`config.mk`:
```
export PLATFORM = sky130hd
export DESIGN_NAME = ysyx_041514_div_ctrl
export DESIGN_NICKNAME = d
export VERILOG_FILES = /design/src/rtl/ysyx_041514_div_ctrl_pkg.sv /design/src/rtl/ysyx_041514_div_special.sv /design/src/rtl/ysyx_041514_div_ctrl.sv
export SDC_FILE = /design/constraint.sdc
export NUM_CORES = 1
export LEC_CHECK = 0
export CAP_MARGIN = 20
export CORE_AREA = 2 2 178 180
export CTS_CLUSTER_SIZE = 14
export DETAILED_ROUTE_END_ITERATION = 7
export DIE_AREA = 0 0 180 182
export PLACE_DENSITY = 0.66
export SLEW_MARGIN = 25
export SYNTH_ARGS = -nofsm -noshare
export SYNTH_HDL_FRONTEND = slang
export SYNTH_SLANG_ARGS = --single-unit
```
`constraint.sdc`:
```
create_clock -name clk -period 2.82 [get_ports clk]
set_clock_uncertainty 0.05 [all_clocks]
set_input_delay 0.282 -clock clk [delete_from_list [all_inputs] [get_ports clk]]
set_output_delay 0.282 -clock clk [all_outputs]
set_load 0.05 [all_outputs]
```
`src/rtl/ysyx_041514_div_ctrl_pkg.sv`:
```
// ---------------------------------------------------------------------------
// ysyx_041514_div_ctrl_pkg
// Shared definitions for the RV64M divide/remainder sequencing stage:
//   - datapath width
//   - funct encodings of the four divide ops (op[1] = remainder, op[0] = unsigned)
//   - controller state encoding
//   - sign-extension helpers for the *W variants
// ---------------------------------------------------------------------------
package ysyx_041514_div_ctrl_pkg;

  localparam int ysyx_041514_XLEN = 64;

  localparam logic [1:0] ysyx_041514_DIV_OP_DIV  = 2'b00;
  localparam logic [1:0] ysyx_041514_DIV_OP_DIVU = 2'b01;
  localparam logic [1:0] ysyx_041514_DIV_OP_REM  = 2'b10;
  localparam logic [1:0] ysyx_041514_DIV_OP_REMU = 2'b11;

  typedef enum logic [1:0] {
    ST_IDLE  = 2'b00,
    ST_BUSY  = 2'b01,
    ST_DRAIN = 2'b10,
    ST_DONE  = 2'b11
  } div_state_e;

  // Sign-extend the low word to the full datapath width.
  function automatic logic [ysyx_041514_XLEN-1:0] sext32(input logic [ysyx_041514_XLEN-1:0] v);
    return {{(ysyx_041514_XLEN-32){v[31]}}, v[31:0]};
  endfunction

  // Final rd value: *W results are always sign-extended from bit 31.
  function automatic logic [ysyx_041514_XLEN-1:0] fit_width(input logic w,
                                                            input logic [ysyx_041514_XLEN-1:0] v);
    logic [ysyx_041514_XLEN-1:0] r;
    if (w) begin
      r = sext32(v);
    end else begin
      r = v;
    end
    return r;
  endfunction

endpackage

```
`src/rtl/ysyx_041514_div_special.sv`:
```
// ---------------------------------------------------------------------------
// ysyx_041514_div_special
// Combinational detector for the RISC-V divide special cases that must not
// reach the divider: divide-by-zero and signed overflow (most-negative / -1).
// Ports:
//   op             in  2     divide op encoding
//   w              in  1     32-bit (*W) variant; cases evaluated on [31:0]
//   rs1, rs2       in  XLEN  dividend, divisor
//   is_special     out 1     operands hit a special case
//   special_result out XLEN  architectural result, already width-adjusted
// ---------------------------------------------------------------------------
module ysyx_041514_div_special
  import ysyx_041514_div_ctrl_pkg::*;
#(
  parameter int XLEN = ysyx_041514_XLEN
) (
  input  logic [1:0]      op,
  input  logic            w,
  input  logic [XLEN-1:0] rs1,
  input  logic [XLEN-1:0] rs2,
  output logic            is_special,
  output logic [XLEN-1:0] special_result
);

  logic            is_signed_s;
  logic            is_rem_s;
  logic            div_zero_s;
  logic            overflow_s;
  logic [XLEN-1:0] raw_s;

  // Classify operands on the effective width and pick the architectural result.
  always_comb begin
    is_signed_s = ~op[0];
    is_rem_s    = op[1];
    div_zero_s  = 1'b0;
    overflow_s  = 1'b0;
    raw_s       = {XLEN{1'b0}};

    if (w) begin
      div_zero_s = (rs2[31:0] == 32'h0000_0000);
      overflow_s = is_signed_s && (rs1[31:0] == 32'h8000_0000) && (rs2[31:0] == 32'hFFFF_FFFF);
    end else begin
      div_zero_s = (rs2 == {XLEN{1'b0}});
      overflow_s = is_signed_s && (rs1 == {1'b1, {(XLEN-1){1'b0}}}) && (rs2 == {XLEN{1'b1}});
    end

    // Divide-by-zero: q = all ones, r = dividend. Overflow: q = dividend, r = 0.
    if (div_zero_s) begin
      if (is_rem_s) begin
        raw_s = rs1;
      end else begin
        raw_s = {XLEN{1'b1}};
      end
    end else if (overflow_s) begin
      if (is_rem_s) begin
        raw_s = {XLEN{1'b0}};
      end else begin
        raw_s = rs1;
      end
    end else begin
      raw_s = {XLEN{1'b0}};
    end

    is_special     = div_zero_s | overflow_s;
    special_result = fit_width(w, raw_s);
  end

endmodule

```
`src/rtl/ysyx_041514_div_ctrl.sv`:
```
// ---------------------------------------------------------------------------
// ysyx_041514_div_ctrl
// Sequences one RV64M divide/remainder op between EX issue and the 64-bit
// divider. Operands are latched on accept and held while the divider runs;
// special cases complete without the divider. A flush while the divider is
// running parks the controller in DRAIN until the divider answers, so the
// divider always sees a complete request/response pair.
// Ports:
//   clk, rst                    clock, asynchronous active-low reset
//   in_valid_i / in_ready_o     issue handshake (op_i, w_i, rs1_i, rs2_i)
//   flush_i                     kill the in-flight op
//   div_valid_o, div_signed_o,
//   div32_o, dividend_o,
//   divisor_o                   divider request
//   div_ready_i, div_quot_i,
//   div_rem_i                   divider response
//   out_valid_o / out_ready_i   writeback handshake, out_data_o = rd value
//   busy_o                      EX stall (state != IDLE)
// ---------------------------------------------------------------------------
module ysyx_041514_div_ctrl
  import ysyx_041514_div_ctrl_pkg::*;
#(
  parameter int XLEN = ysyx_041514_XLEN
) (
  input  logic            clk,
  input  logic            rst,
  input  logic            in_valid_i,
  output logic            in_ready_o,
  input  logic [1:0]      op_i,
  input  logic            w_i,
  input  logic [XLEN-1:0] rs1_i,
  input  logic [XLEN-1:0] rs2_i,
  input  logic            flush_i,
  output logic            div_valid_o,
  output logic            div_signed_o,
  output logic            div32_o,
  output logic [XLEN-1:0] dividend_o,
  output logic [XLEN-1:0] divisor_o,
  input  logic            div_ready_i,
  input  logic [XLEN-1:0] div_quot_i,
  input  logic [XLEN-1:0] div_rem_i,
  output logic            out_valid_o,
  input  logic            out_ready_i,
  output logic [XLEN-1:0] out_data_o,
  output logic            busy_o
);

  div_state_e      state_r;
  div_state_e      next_state_s;
  logic            rem_r;
  logic            signed_r;
  logic            w_r;
  logic [XLEN-1:0] rs1_r;
  logic [XLEN-1:0] rs2_r;
  logic [XLEN-1:0] result_r;

  logic            accept_s;
  logic            is_special_s;
  logic [XLEN-1:0] special_result_s;
  logic [XLEN-1:0] div_sel_s;

  // Special cases are judged on the incoming operands so they resolve in the accept cycle.
  ysyx_041514_div_special #(
    .XLEN(XLEN)
  ) u_special (
    .op             (op_i),
    .w              (w_i),
    .rs1            (rs1_i),
    .rs2            (rs2_i),
    .is_special     (is_special_s),
    .special_result (special_result_s)
  );

  // Flush has priority over a new request in IDLE.
  assign in_ready_o   = (state_r == ST_IDLE) & ~flush_i;
  assign accept_s     = in_valid_i & in_ready_o;

  assign div_valid_o  = (state_r == ST_BUSY) | (state_r == ST_DRAIN);
  assign out_valid_o  = (state_r == ST_DONE);
  assign busy_o       = (state_r != ST_IDLE);
  assign div_signed_o = signed_r;
  assign div32_o      = w_r;
  assign dividend_o   = rs1_r;
  assign divisor_o    = rs2_r;
  assign out_data_o   = result_r;

  // Pick quotient or remainder from the divider and fix up the *W width.
  always_comb begin
    div_sel_s = {XLEN{1'b0}};
    if (rem_r) begin
      div_sel_s = fit_width(w_r, div_rem_i);
    end else begin
      div_sel_s = fit_width(w_r, div_quot_i);
    end
  end

  // Controller state register.
  always_ff @(posedge clk or negedge rst) begin
    if (!rst) begin
      state_r <= ST_IDLE;
    end else begin
      state_r <= next_state_s;
    end
  end

  // Next-state logic; div_ready_i only matters while a request is outstanding.
  always_comb begin
    next_state_s = state_r;
    case (state_r)
      ST_IDLE: begin
        if (accept_s) begin
          if (is_special_s) begin
            next_state_s = ST_DONE;
          end else begin
            next_state_s = ST_BUSY;
          end
        end else begin
          next_state_s = ST_IDLE;
        end
      end
      ST_BUSY: begin
        if (div_ready_i) begin
          if (flush_i) begin
            next_state_s = ST_IDLE;
          end else begin
            next_state_s = ST_DONE;
          end
        end else if (flush_i) begin
          next_state_s = ST_DRAIN;
        end else begin
          next_state_s = ST_BUSY;
        end
      end
      ST_DRAIN: begin
        if (div_ready_i) begin
          next_state_s = ST_IDLE;
        end else begin
          next_state_s = ST_DRAIN;
        end
      end
      ST_DONE: begin
        if (out_ready_i || flush_i) begin
          next_state_s = ST_IDLE;
        end else begin
          next_state_s = ST_DONE;
        end
      end
      default: begin
        next_state_s = ST_IDLE;
      end
    endcase
  end

  // Operand/op latch: loaded on accept, held stable for the divider.
  always_ff @(posedge clk or negedge rst) begin
    if (!rst) begin
      rem_r    <= 1'b0;
      signed_r <= 1'b0;
      w_r      <= 1'b0;
      rs1_r    <= {XLEN{1'b0}};
      rs2_r    <= {XLEN{1'b0}};
    end else if (accept_s) begin
      rem_r    <= op_i[1];
      signed_r <= ~op_i[0];
      w_r      <= w_i;
      rs1_r    <= rs1_i;
      rs2_r    <= rs2_i;
    end else begin
      rem_r    <= rem_r;
      signed_r <= signed_r;
      w_r      <= w_r;
      rs1_r    <= rs1_r;
      rs2_r    <= rs2_r;
    end
  end

  // Result register: special result on accept, divider result on a clean completion.
  always_ff @(posedge clk or negedge rst) begin
    if (!rst) begin
      result_r <= {XLEN{1'b0}};
    end else if (accept_s && is_special_s) begin
      result_r <= special_result_s;
    end else if ((state_r == ST_BUSY) && div_ready_i && !flush_i) begin
      result_r <= div_sel_s;
    end else begin
      result_r <= result_r;
    end
  end

endmodule
```
==> impl_summary.log <==
[metrics] status: finished, final reports clean
[metrics] average detailed-routed wire length per instance: 19.8 um
[metrics] reg2reg setup slack: 0.66 ns
[metrics] Crit Reg-Reg Endpoint: div32_o$_DFFE_PN0P_
[metrics] total power draw: 12.6 mW
[metrics] Worst-Skew Late Latency: 0.44 ns
[metrics] GR Util All Layers: 0.251
[metrics] vias per std cell: 5.00
[metrics] post-place instance area: 16000 um2
[metrics] starting density of the core: 0.327
[metrics] count of boundary I/O pins: 463
[metrics] number of routed nets with antenna violations: 0
[metrics] maximum capacitance violations: 0
[metrics] RR Startpoint: state_r[1]$_DFF_PN0_
[metrics] share of the clock period used by the worst path: 0.936
[metrics] highest fanout seen on the critical path: 21
[metrics] cell with the largest stage delay on the worst path: or4_1
[metrics] required time of the critical path: 3.13 ns
[metrics] routability congestion estimate: 0.979
[metrics] unrepaired setup endpoints after global routing: false
[metrics] detailed route wirelength on metal2: 19100 um
[metrics] cell area after layout: 16600 um2
[metrics] CTS H-Tree Depth: 4
[metrics] average footprint of a synthesized cell: 8.71 um2
[metrics] maximum buffer depth of the clock tree: 2
[metrics] largest stage delay on the critical path: 0.58 ns
[metrics] number of antenna violations at the first check in global routing: 0
[metrics] leak pwr: 7.26 nW
[metrics] startpoint types: input port
[metrics] layout net count: 1958
[metrics] Placement Setup Slack: -0.378 ns
[metrics] number of buffers created by CTS: 17
[metrics] met3 routed wirelength: 2940 um
[metrics] highest achievable clock rate: 0.379 GHz
[metrics] most prevalent standard cell on the critical path: buf_4
[metrics] post-route worst setup slack: 0.180 ns
[metrics] class of the most critical hold timing path: input port to asynchronous set/reset pin
[metrics] Clock Tree Root: clkbuf_16
[metrics] Ant. Diodes: 0
[metrics] register clock-pin slew on the reported worst setup and hold paths: 0.07 ns
[metrics] Remaining Overflow, GRT: 0
[metrics] Chip Width: 180 um
[metrics] via count of the first global-routing pass: 10600
[metrics] transition at the pin with the smallest max-transition slack: 0.599 ns
[metrics] Core Area: 31000 um2
[metrics] pin count of the biggest net entering global routing: 74
[metrics] number of iterations in the first detailed-routing pass: 5
[metrics] combined area of all synthesized cells: 10100 um2
[metrics] number of clock sinks: 197
[metrics] number of failing hold endpoints at the final stage: 0
[metrics] main flop type after synthesis: dfrtp_1
[metrics] relative max-transition margin: 0.601
[metrics] Residual DRC: 0
[metrics] fin crit period: 2.64 ns
[metrics] power density over cell area: 756 nW/um2
[metrics] FF-to-FF path depth: 8
[metrics] detailed-route wire length: 41500 um
[metrics] ratio of cells with drive above 1 in the final layout: 0.127
[metrics] Post-CTS Setup Repair Bufs: 0
[metrics] number of synthesized register bits: 197
[metrics] number of nets in the synthesized netlist: 1436
[metrics] height of the die: 182 um
[metrics] number of failing setup endpoints in the final timing report: 0
[metrics] wire length of the first global-routing pass: 63600 um
[metrics] critical path class: input port to register
[metrics] CP Cell Sequence: clkdlybuf4s50_1, nor4_1, buf_4, nand4_1, or4_1, o32ai_1, buf_4, o21ai_4, buf_12, o22ai_2
[metrics] highest routed metal layer: met4
[metrics] arrival time of data at the critical path endpoint: 2.95 ns
[metrics] Initial DRC Count: 752
[metrics] IO Port Bufs: 462
[metrics] routed vias: 10500
[metrics] Post-synth ARST share: 1.00
[metrics] proportion of synthesized chip area in sequential cells: 0.486
[metrics] final setup TNS: 0 ns
[metrics] maximum vdd ir drop: 0.361 mV
[metrics] Yosys cell types: 39
[metrics] count of yosys warnings during synthesis: 0
[metrics] Setup crit end kind: register
[metrics] DP Wirelength: 32800 um
[metrics] number of synthesized flops with an enable pin: 0
[metrics] TritonCTS clock tree: yes
[metrics] routed metal-1 wirelength: 18400 um
[metrics] area delta synth->final: 63.9%
[metrics] Final Max Slew Viols: 0
[metrics] Synth Instances: 1164
[metrics] FP Rows: 65
[metrics] area of the die: 32800 um2
[worst max path at each step]
stage,startpoint,to,slack [ns],cells after the start
floorplan,state_r[0]$_DFF_PN0_,dividend_o[0]$_DFFE_PN0P_,0.23,9
global placement,op_i[0],out_data_o[57]$_DFFE_PN0P_,-0.37,10
detailed placement,op_i[0],out_data_o[57]$_DFFE_PN0P_,-0.38,10
CTS,op_i[0],out_data_o[57]$_DFFE_PN0P_,0.08,10
global route,rs1_i[14],out_data_o[17]$_DFFE_PN0P_,0.05,8
finish,rs1_i[19],out_data_o[57]$_DFFE_PN0P_,0.18,10
[registers in the layout, indices dropped and copies added (netlist names)]
signal	flops
rem_r	1
dividend_o	64
out_data_o	64
div_signed_o	1
state_r	2
divisor_o	64
div32_o	1
[worst max-delay path, delay by kind of cell]
kind	cells	cell delay, ns
AOI/OAI and AO/OA	3	0.46
buffers and inverters	4	1.09
and+or+nand+nor	3	1.11
[routing by layer]
layer,vias to the layer above,track usage
met2,425,0.392
li1,5064,-
met1,4951,0.342
met5,-,0
met3,59,0.0618
met4,0,0.0800
[area by class of cell]
cell class | instances | area (um2)
multi-input combinational | 878 | 4850
timing repair buffer | 586 | 5730
clock inverter | 10 | 113
clock buffer | 21 | 470
fill | 2879 | 14400
tap | 402 | 503
sequential | 197 | 4930
inverter | 6 | 22.5
[through the flow]
step,util,std cells,hold WS [ns]
floorplan,-,1164,-0.0636
global placement,0.517,2068,0.249
detailed placement,0.517,2068,0.257
CTS,0.536,2100,0.369
global route,0.536,2100,0.366
finish,0.536,2100,0.328
[where the power goes]
| group | internal (mW) | total (mW) | switching [mW] |
|---|---|---|---|
| logic | 2.22 | 6.17 | 3.95 |
| clock network | 1.31 | 2.46 | 1.15 |
| registers | 3.51 | 3.94 | 0.422 |
| total | 7.04 | 12.6 | 5.52 |
[placed cells by master, fill, tap and decap left out, types with 2 or more instances in the layout]
cell,n
nand4_1,30
buf_4,110
ha_1,7
nand2b_1,2
a211oi_1,32
clkinv_4,2
inv_1,5
o22ai_2,50
buf_12,13
nand4b_1,3
inv_6,4
nand2_1,395
a21oi_1,97
nor2_1,68
dfrtp_1,196
nor4_1,43
o21ai_0,3
clkdlybuf4s50_1,460
clkbuf_8,3
nor2b_1,32
or4bb_1,2
nor3_1,32
mux2i_1,46
clkbuf_16,17
inv_8,2
and4b_1,2
or4_1,14
[cells by family (layout without fill, tap and decap cells)]
logic type / Yosys count / in the layout / share of synthesized area
fa+ha+maj: 7 / 7 / 0.00864
mux: 47 / 47 / 0.0465
simple gates: 634 / 634 / 0.277
buf+inv: 89 / 623 / 0.0411
compound gates: 190 / 190 / 0.141
flops: 197 / 197 / 0.486
[what timing repair did]
item	CTS	global route
hold buffers	1	0
gates resized for setup	0	2
endpoints found under the hold margin	69	0
setup endpoints to repair	0	44
[synth_stat cells, types with 2 or more instances]
cell      number  share of area
buf_1          6         0.0022
nand2b_1       2         0.0012
or4_1         14          0.010
a211oi_1      32          0.024
buf_4          2         0.0015
clkbuf_1      65          0.024
dfrtp_1      197           0.49
nor3_1        32          0.016
nand4b_1       3         0.0026
or4bb_1        2         0.0022
mux2i_1       46          0.045
inv_1          5         0.0019
o21ai_0        3         0.0015
nand2_1      396           0.15
and4b_1        2         0.0020
o21a_1         2         0.0015
ha_1           7         0.0086
a21oi_1       97          0.048
o22ai_2       50          0.062
buf_6         10          0.011
nor2_1        69          0.026
nor4_1        44          0.027
nand4_1       30          0.019
and3_1         2         0.0012
nor2b_1       32          0.020
(Power assumes the default switching activity.)
